$ cat src/rtl/serial_adder.sv
// Bit-serial WIDTH-bit adder: one fa cell, one operand bit pair per clock, LSB first.
// Optional signed-overflow output `ovf` is enabled by defining SERIAL_ADDER_OVF_EN.

module fa (
    output logic cout,
    output logic sum,
    input  logic a,
    input  logic b,
    input  logic cin
);
    assign sum  = a ^ b ^ cin;
    assign cout = (a & b) | (cin & (a ^ b));
endmodule

module serial_adder #(
    parameter int WIDTH = 8
) (
    input  logic             clk,
    input  logic             rst_n,
    input  logic             start,
    input  logic [WIDTH-1:0] a,
    input  logic [WIDTH-1:0] b,
    input  logic             cin,
    output logic             busy,
    output logic             done,
    output logic [WIDTH-1:0] sum,
`ifdef SERIAL_ADDER_OVF_EN
    output logic             cout,
    output logic             ovf
`else
    output logic             cout
`endif
);
    localparam int CW = $clog2(WIDTH) + 1;

    typedef enum logic [1:0] {
        IDLE,
        SHIFT,
        DONE
    } state_t;

    state_t           r_state;
    logic [WIDTH-1:0] r_aSh;
    logic [WIDTH-1:0] r_bSh;
    logic [WIDTH-1:0] r_sum;
    logic [CW-1:0]    r_cnt;
    logic             r_carry;
    logic             r_busy;
    logic             r_done;
    logic             r_cout;
`ifdef SERIAL_ADDER_OVF_EN
    logic             r_ovf;
`endif

    logic w_faSum;
    logic w_faCout;
    logic w_lastBit;

    fa u_fa (
        .cout (w_faCout),
        .sum  (w_faSum),
        .a    (r_aSh[0]),
        .b    (r_bSh[0]),
        .cin  (r_carry)
    );

    assign w_lastBit = (r_cnt == CW'(WIDTH - 1));

    // In SHIFT, r_carry holds the carry into the bit being processed, so on the
    // last bit it is the carry into the MSB used for signed overflow.
    always_ff @(posedge clk or negedge rst_n) begin
        if (!rst_n) begin
            r_state <= IDLE;
            r_aSh   <= '0;
            r_bSh   <= '0;
            r_sum   <= '0;
            r_cnt   <= '0;
            r_carry <= 1'b0;
            r_busy  <= 1'b0;
            r_done  <= 1'b0;
            r_cout  <= 1'b0;
`ifdef SERIAL_ADDER_OVF_EN
            r_ovf   <= 1'b0;
`endif
        end else begin
            case (r_state)
                IDLE, DONE: begin
                    r_done <= 1'b0;
                    if (start) begin
                        r_aSh   <= a;
                        r_bSh   <= b;
                        r_carry <= cin;
                        r_cnt   <= '0;
                        r_busy  <= 1'b1;
                        r_state <= SHIFT;
                    end else begin
                        r_state <= IDLE;
                    end
                end
                SHIFT: begin
                    r_sum   <= {w_faSum, r_sum[WIDTH-1:1]};
                    r_carry <= w_faCout;
                    r_aSh   <= r_aSh >> 1;
                    r_bSh   <= r_bSh >> 1;
                    r_cnt   <= r_cnt + CW'(1);
                    if (w_lastBit) begin
                        r_state <= DONE;
                        r_busy  <= 1'b0;
                        r_done  <= 1'b1;
                        r_cout  <= w_faCout;
`ifdef SERIAL_ADDER_OVF_EN
                        r_ovf   <= r_carry ^ w_faCout;
`endif
                    end
                end
                default: begin
                    r_state <= IDLE;
                    r_busy  <= 1'b0;
                    r_done  <= 1'b0;
                end
            endcase
        end
    end

    assign busy = r_busy;
    assign done = r_done;
    assign sum  = r_sum;
    assign cout = r_cout;
`ifdef SERIAL_ADDER_OVF_EN
    assign ovf  = r_ovf;
`endif

endmodule
$ cat config.mk
export PLATFORM = sky130hd
export DESIGN_NAME = serial_adder
export DESIGN_NICKNAME = d
export VERILOG_FILES = /design/src/rtl/serial_adder.sv
export SDC_FILE = /design/constraint.sdc
export NUM_CORES = 1
export LEC_CHECK = 0
export ABC_CLOCK_PERIOD_IN_PS = 1900
export CAP_MARGIN = 20
export CORE_ASPECT_RATIO = 0.75
export CORE_MARGIN = 2
export CORE_UTILIZATION = 49
export DETAILED_ROUTE_END_ITERATION = 10
export GPL_TIMING_DRIVEN = 0
export MAX_ROUTING_LAYER = met4
export PLACE_DENSITY_LB_ADDON = 0.25
export SYNTH_ARGS = -nofsm -noshare
export SYNTH_HDL_FRONTEND = slang
export SYNTH_HIERARCHICAL = 1
export SYNTH_SLANG_ARGS = --single-unit
$ cat constraint.sdc
create_clock -name clk -period 1.9 [get_ports clk]
set_clock_uncertainty 0.15 [all_clocks]
set_input_delay 0.285 -clock clk [delete_from_list [all_inputs] [get_ports clk]]
set_output_delay 0.285 -clock clk [all_outputs]
set_load 0.01 [all_outputs]
* After elaboration in Yosys (flattened, before gate mapping)
Cells that the tools add are included.
** Word-level totals
- Register bits :: 34
- Bits in latches :: 0
- RAM bits :: 0
- ROM bits :: 0
- Output and inout port bits :: 11
- Logic and storage cells :: 42
- Memories :: 0
** Cells by class
- $add $sub $neg :: 1
- Multiply operators :: 0
- Div/mod/pow operators :: 0
- Order comparisons :: 0
- Equal/unequal tests :: 5
- Shifts and indexed selects :: 0
- Mux-type cells :: 16
- Bitwise operators :: 5
- Reductions and logical operators :: 6
** Operators by type and width (count)
- $pmux 8 s2 :: 2
- $mux 8 :: 2
- $pmux 4 s2 :: 1
- $mux 1 :: 6
- $reduce_and 2->1 :: 3
- $add 4x1->4 const B :: 1
- $eq 4x3->1 const B :: 1
- $mux 4 :: 1
- $ne 2x2->1 const B :: 2
- $pmux 1 s2 :: 2
- $pmux 2 s2 :: 1
- $and 1x1->1 :: 2
- $eq 2x1->1 const B :: 1
- $eq 2x2->1 const B :: 1
- $logic_not 2->1 :: 1
- $mux 2 :: 1
- $reduce_bool 2->1 :: 1
- $reduce_or 2->1 :: 1
- $xor 1x1->1 :: 2
- $or 1x1->1 :: 1

* Logic depth before layout (Yosys ltp)
- Depth after elaboration :: 4
- Gate-level depth with buffers :: 5
- Mapped depth without buffers :: 4

* Cells and area by module
The synthesis kept the hierarchy.
** Modules (own cells, without submodules)
- serial_adder :: times used 1, cells an instance 100, area an instance 1386.3 um^2
- fa :: times used 1, cells an instance 1, area an instance 20.0 um^2

* Worst setup path after synthesis
No wires, ideal clock.
- Path kind :: register -> register
- Start point :: register r_state[1]
- End point :: register r_cout, in the netlist cout
- Setup time :: 125 ps
- Data arrival time :: 1178 ps
- Setup slack :: 447 ps
- Cell stages (with the launch flop) :: 5
- Clock period less this slack :: 1453 ps
- Cells stage by stage :: dfrtp_1 nand2b_1 buf_2 nor2_1 mux2_2
** Between the ends
- Longest elaborated chain between the ends :: 2
** RTL lines
- from (decl) :: RTL line 42 : state_t r_state;
- from (signal assigned) :: RTL line 73 : r_state <= IDLE;
- from (signal assigned) :: RTL line 95 : r_state <= SHIFT;
- from (signal assigned) :: RTL line 97 : r_state <= IDLE;
- $eq 2x1->1 :: RTL line 86 : case (r_state)
- $reduce_and 2->1 (no source line)
- to (signal assigned) :: RTL line 110 : r_cout <= w_faCout;
- to (decl) :: RTL line 50 : logic r_cout;
No other way between the ends.
A chain may end at the register's enable or synchronous reset.

* Worst setup path after layout
- Start point :: register r_sum[6], in the netlist sum[6]
- End point :: output sum[6]
** RTL lines
- from (decl) :: RTL line 45 : logic [WIDTH-1:0] r_sum;
- from (signal assigned) :: RTL line 101 : r_sum <= {w_faSum, r_sum[WIDTH-1:1]};
- to (decl) :: RTL line 26 : output logic [WIDTH-1:0] sum,
No word-level cell between the ends.

==> results.ini <==
[sta]
grt_setup_unrepaired=false
final-max-slew-violation-count=0
setup_viol=0
relSlewSlack_pct=52.6
final-hold-violation-count=0
timing.final.crit_share_pct=85.9
timing_worst_slew_pin_value_ns=0.710
hold_slack_ns=0.328
timing.final.crit_period_ns=1.63
setup_tns_ns=0
fmax_mhz=612

[routing]
first_iter_violations=76
route.final.wire_length_um=2750
wl_per_cell_um=15.7
residual_drc_count=0
route.antenna.remaining_nets=0
drt_pass1_iterations=4
route.vias.total=972
avgViaCountPerCell=5.55

[hold_path]
hp-class=flip-flop to flip-flop
min_to=r_aSh[5]$_DFFE_PN0P_
worstHoldPathCells=1
hold_path.startpoint=r_aSh[5]$_DFFE_PN0P_

[job]
max_cap_viol_count=0

[grt]
grt_start_max_net_pins=34
grt-ovfl-total=0
number_of_global_route_vias_before_repair=1008
grt_first_pass_wirelength_um=4760
grt_usage_pct=20.4
grt_antenna_before_repair=0

[critical_path]
cpPeakStageDelay_ns=0.56
path_max_fanout=3
critical_path.startpoint=sum[6]$_DFFE_PN0P_
critical_path.cell_chain=clkdlybuf4s50_1
worstRegToRegCells=5
worst_ep_required_time_ns=1.46
critical_path_cell_count=1
worst_ep_arrival_time_ns=1.20
path_class=flip-flop to output pin
end_kind=output pin
timing.critical_path.buf_inv=1
crit_family=buffers and inverters
kind_of_start_point_of_the_critical_path=flip-flop
worstReg2RegEnd=r_aSh[0]$_DFFE_PN0P_
ff2ff_setup_slack_ns=0.34
worst_r2r_startpoint=r_state[0]$_DFFE_PN0P_
crit_path_slowest_cell=sky130_fd_sc_hd__clkdlybuf4s50_1

[power_and_ir_drop]
static_leakage_nw=0.911
switching_share_pct=32.3
power.share.combinational_pct=44.2
net-switching-power_w=0.00102
sequential_fraction_of_design_power_pct=39.6
proportion_of_power_drawn_by_the_clock_network_pct=16.2
peakVddDrop_mv=0.915
total_power_w=0.00315
internal_power_w=0.00213
power-per-cell-area_nw_per_um2=1710

[layout]
final_net_count=161
seqCellArea_um2=826
finish.instance_area_um2=1840
antenna_cells=0
multi_input_comb_area_um2=531
num-fill-cells=190
fraction_of_final_layout_cells_sized_beyond_drive_strength_1_pct=18.7
area_growth_syn_to_layout_pct=31.0
final_util_pct=69.2

[placement]
place.gp.congestion=0.756
dpl_cell_area_um2=1750
portBuffers=30
detailed_place_hpwl_um=2050

[cts]
cts_inserted_buffers=5
worst_setup_hold_path_clk_slew_ns=0.06
cts.repair.resized=0
clock_tree.root_cell=sky130_fd_sc_hd__clkbuf_8
clock_tree.htree_level_count=2
clk_path_buf_depth=2
insertion_delay_ns=0.27
clock_sink_count=33
cts.repair_timing.setup_buffer_count=0
cts-hold-fix-buffers=1
clock_tree_from_tritoncts=done

[die]
horizontal_extent_of_the_die_um=65.9
core_area_um2=2660
design.portCount=31
floorplan.die.height_um=50.4
initial_utilization_pct=52.8
floorplan.rows=16
floorplan.die_area_um2=3320

[synthesis]
postSynth.topFlopCell=sky130_fd_sc_hd__dfrtp_1
ys_warn_count=6
yosys.cell_types.count=18
avgSynthCellArea_um2=13.9
synth_edf_count=0
mappedNetlistArea_um2=1410
synth.net_count=123
postSynthRegisterBits=33
async_flop_share_pct=100
post_synth_inst_count=101
synth-seq-area-share_pct=58.7

[outcome]
result_of_the_run=completed

-- how the worst max path moves through the flow --
stage          slack [ns]                    to
2_1_floorplan        0.45      cout$_DFFE_PN0P_
3_3_place_gp        -0.19  r_aSh[3]$_DFFE_PN0P_
3_5_place_dp         0.05  r_cnt[2]$_DFFE_PN0P_
4_1_cts              0.26                sum[6]
5_1_grt              0.22                sum[6]
6_report             0.27                sum[6]
-- placed cells by master, fill, tap and decap left out --
master / count
sky130_fd_sc_hd__nand4_1: 1
sky130_fd_sc_hd__nand2b_1: 2
sky130_fd_sc_hd__clkbuf_8: 6
sky130_fd_sc_hd__clkbuf_1: 1
sky130_fd_sc_hd__nor2b_2: 1
sky130_fd_sc_hd__buf_4: 1
sky130_fd_sc_hd__nand3b_1: 2
sky130_fd_sc_hd__o21ai_0: 1
sky130_fd_sc_hd__nor2_1: 2
sky130_fd_sc_hd__dlygate4sd3_1: 1
sky130_fd_sc_hd__nor2_4: 1
sky130_fd_sc_hd__dfrtp_1: 33
sky130_fd_sc_hd__nor2b_1: 2
sky130_fd_sc_hd__fa_1: 1
sky130_fd_sc_hd__clkdlybuf4s50_1: 29
sky130_fd_sc_hd__a21o_1: 16
sky130_fd_sc_hd__buf_2: 5
sky130_fd_sc_hd__mux2_2: 10
sky130_fd_sc_hd__buf_6: 2
sky130_fd_sc_hd__a22o_1: 19
sky130_fd_sc_hd__ha_1: 1
sky130_fd_sc_hd__mux2i_1: 2
-- area by class of cell --
class / count / area share (%)
buffer: 7 / 2.72
tap: 36 / 2.44
timing repair buffer: 31 / 16.6
clock buffer: 7 / 4.68
multi-input combinational: 61 / 28.8
sequential: 33 / 44.8
-- cell families after synthesis --
kind of cell             synth area share (%)
buffers and inverters                    3.56
AO/OA/AOI/OAI                            20.7
multiplexers                             9.43
adder cells (fa/ha/maj)                  2.31
AND/OR/NAND/NOR                          5.25
flip-flops                               58.7
-- synthesized netlist by cell type (2+ instances only) --
| master | instances | area [um^2] |
|---|---|---|
| sky130_fd_sc_hd__mux2_2 | 10 | 113 |
| sky130_fd_sc_hd__nand2b_1 | 2 | 12.5 |
| sky130_fd_sc_hd__mux2i_1 | 2 | 20.0 |
| sky130_fd_sc_hd__buf_2 | 4 | 20.0 |
| sky130_fd_sc_hd__buf_6 | 2 | 22.5 |
| sky130_fd_sc_hd__nand3b_1 | 2 | 15.0 |
| sky130_fd_sc_hd__dfrtp_1 | 33 | 826 |
| sky130_fd_sc_hd__a22o_1 | 19 | 166 |
| sky130_fd_sc_hd__nor2_1 | 2 | 7.51 |
| sky130_fd_sc_hd__a21o_1 | 16 | 120 |
| sky130_fd_sc_hd__nor2b_1 | 2 | 12.5 |
-- power groups by stage --
| stage | Clock (W) | Combinational [W] | Sequential (W) |
|---|---|---|---|
| 6_report | 0.000512 | 0.00139 | 0.00125 |
| 5_1_grt | 0.000565 | 0.00153 | 0.00129 |
| 4_1_cts | 0.000522 | 0.00141 | 0.00125 |
| 3_5_place_dp | 0 | 0.00139 | 0.00126 |
| 3_3_place_gp | 0 | 0.00134 | 0.00123 |
| 2_1_floorplan | 0 | 0.000898 | 0.00126 |
-- per-layer routing --
metal,track usage (%),share of wire [%]
met1,25.3,44
met2,31.6,50
met3,8.07,4.6
met4,4.86,1.0
met5,-,0
-- sequential cells by signal (all words and copies together) (netlist names) --
signal	flops
r_bSh	8
r_carry	1
r_cnt	4
r_state	2
r_aSh	8
busy	1
sum	8
cout	1
-- through the flow --
stage          setup WS, ns  cells
6_report              0.267    175
5_1_grt               0.220    175
4_1_cts               0.258    175
3_5_place_dp         0.0503    167
3_3_place_gp         -0.194    167
2_1_floorplan         0.447    101
No activity file was read; power rests on OpenSTA's default activity.
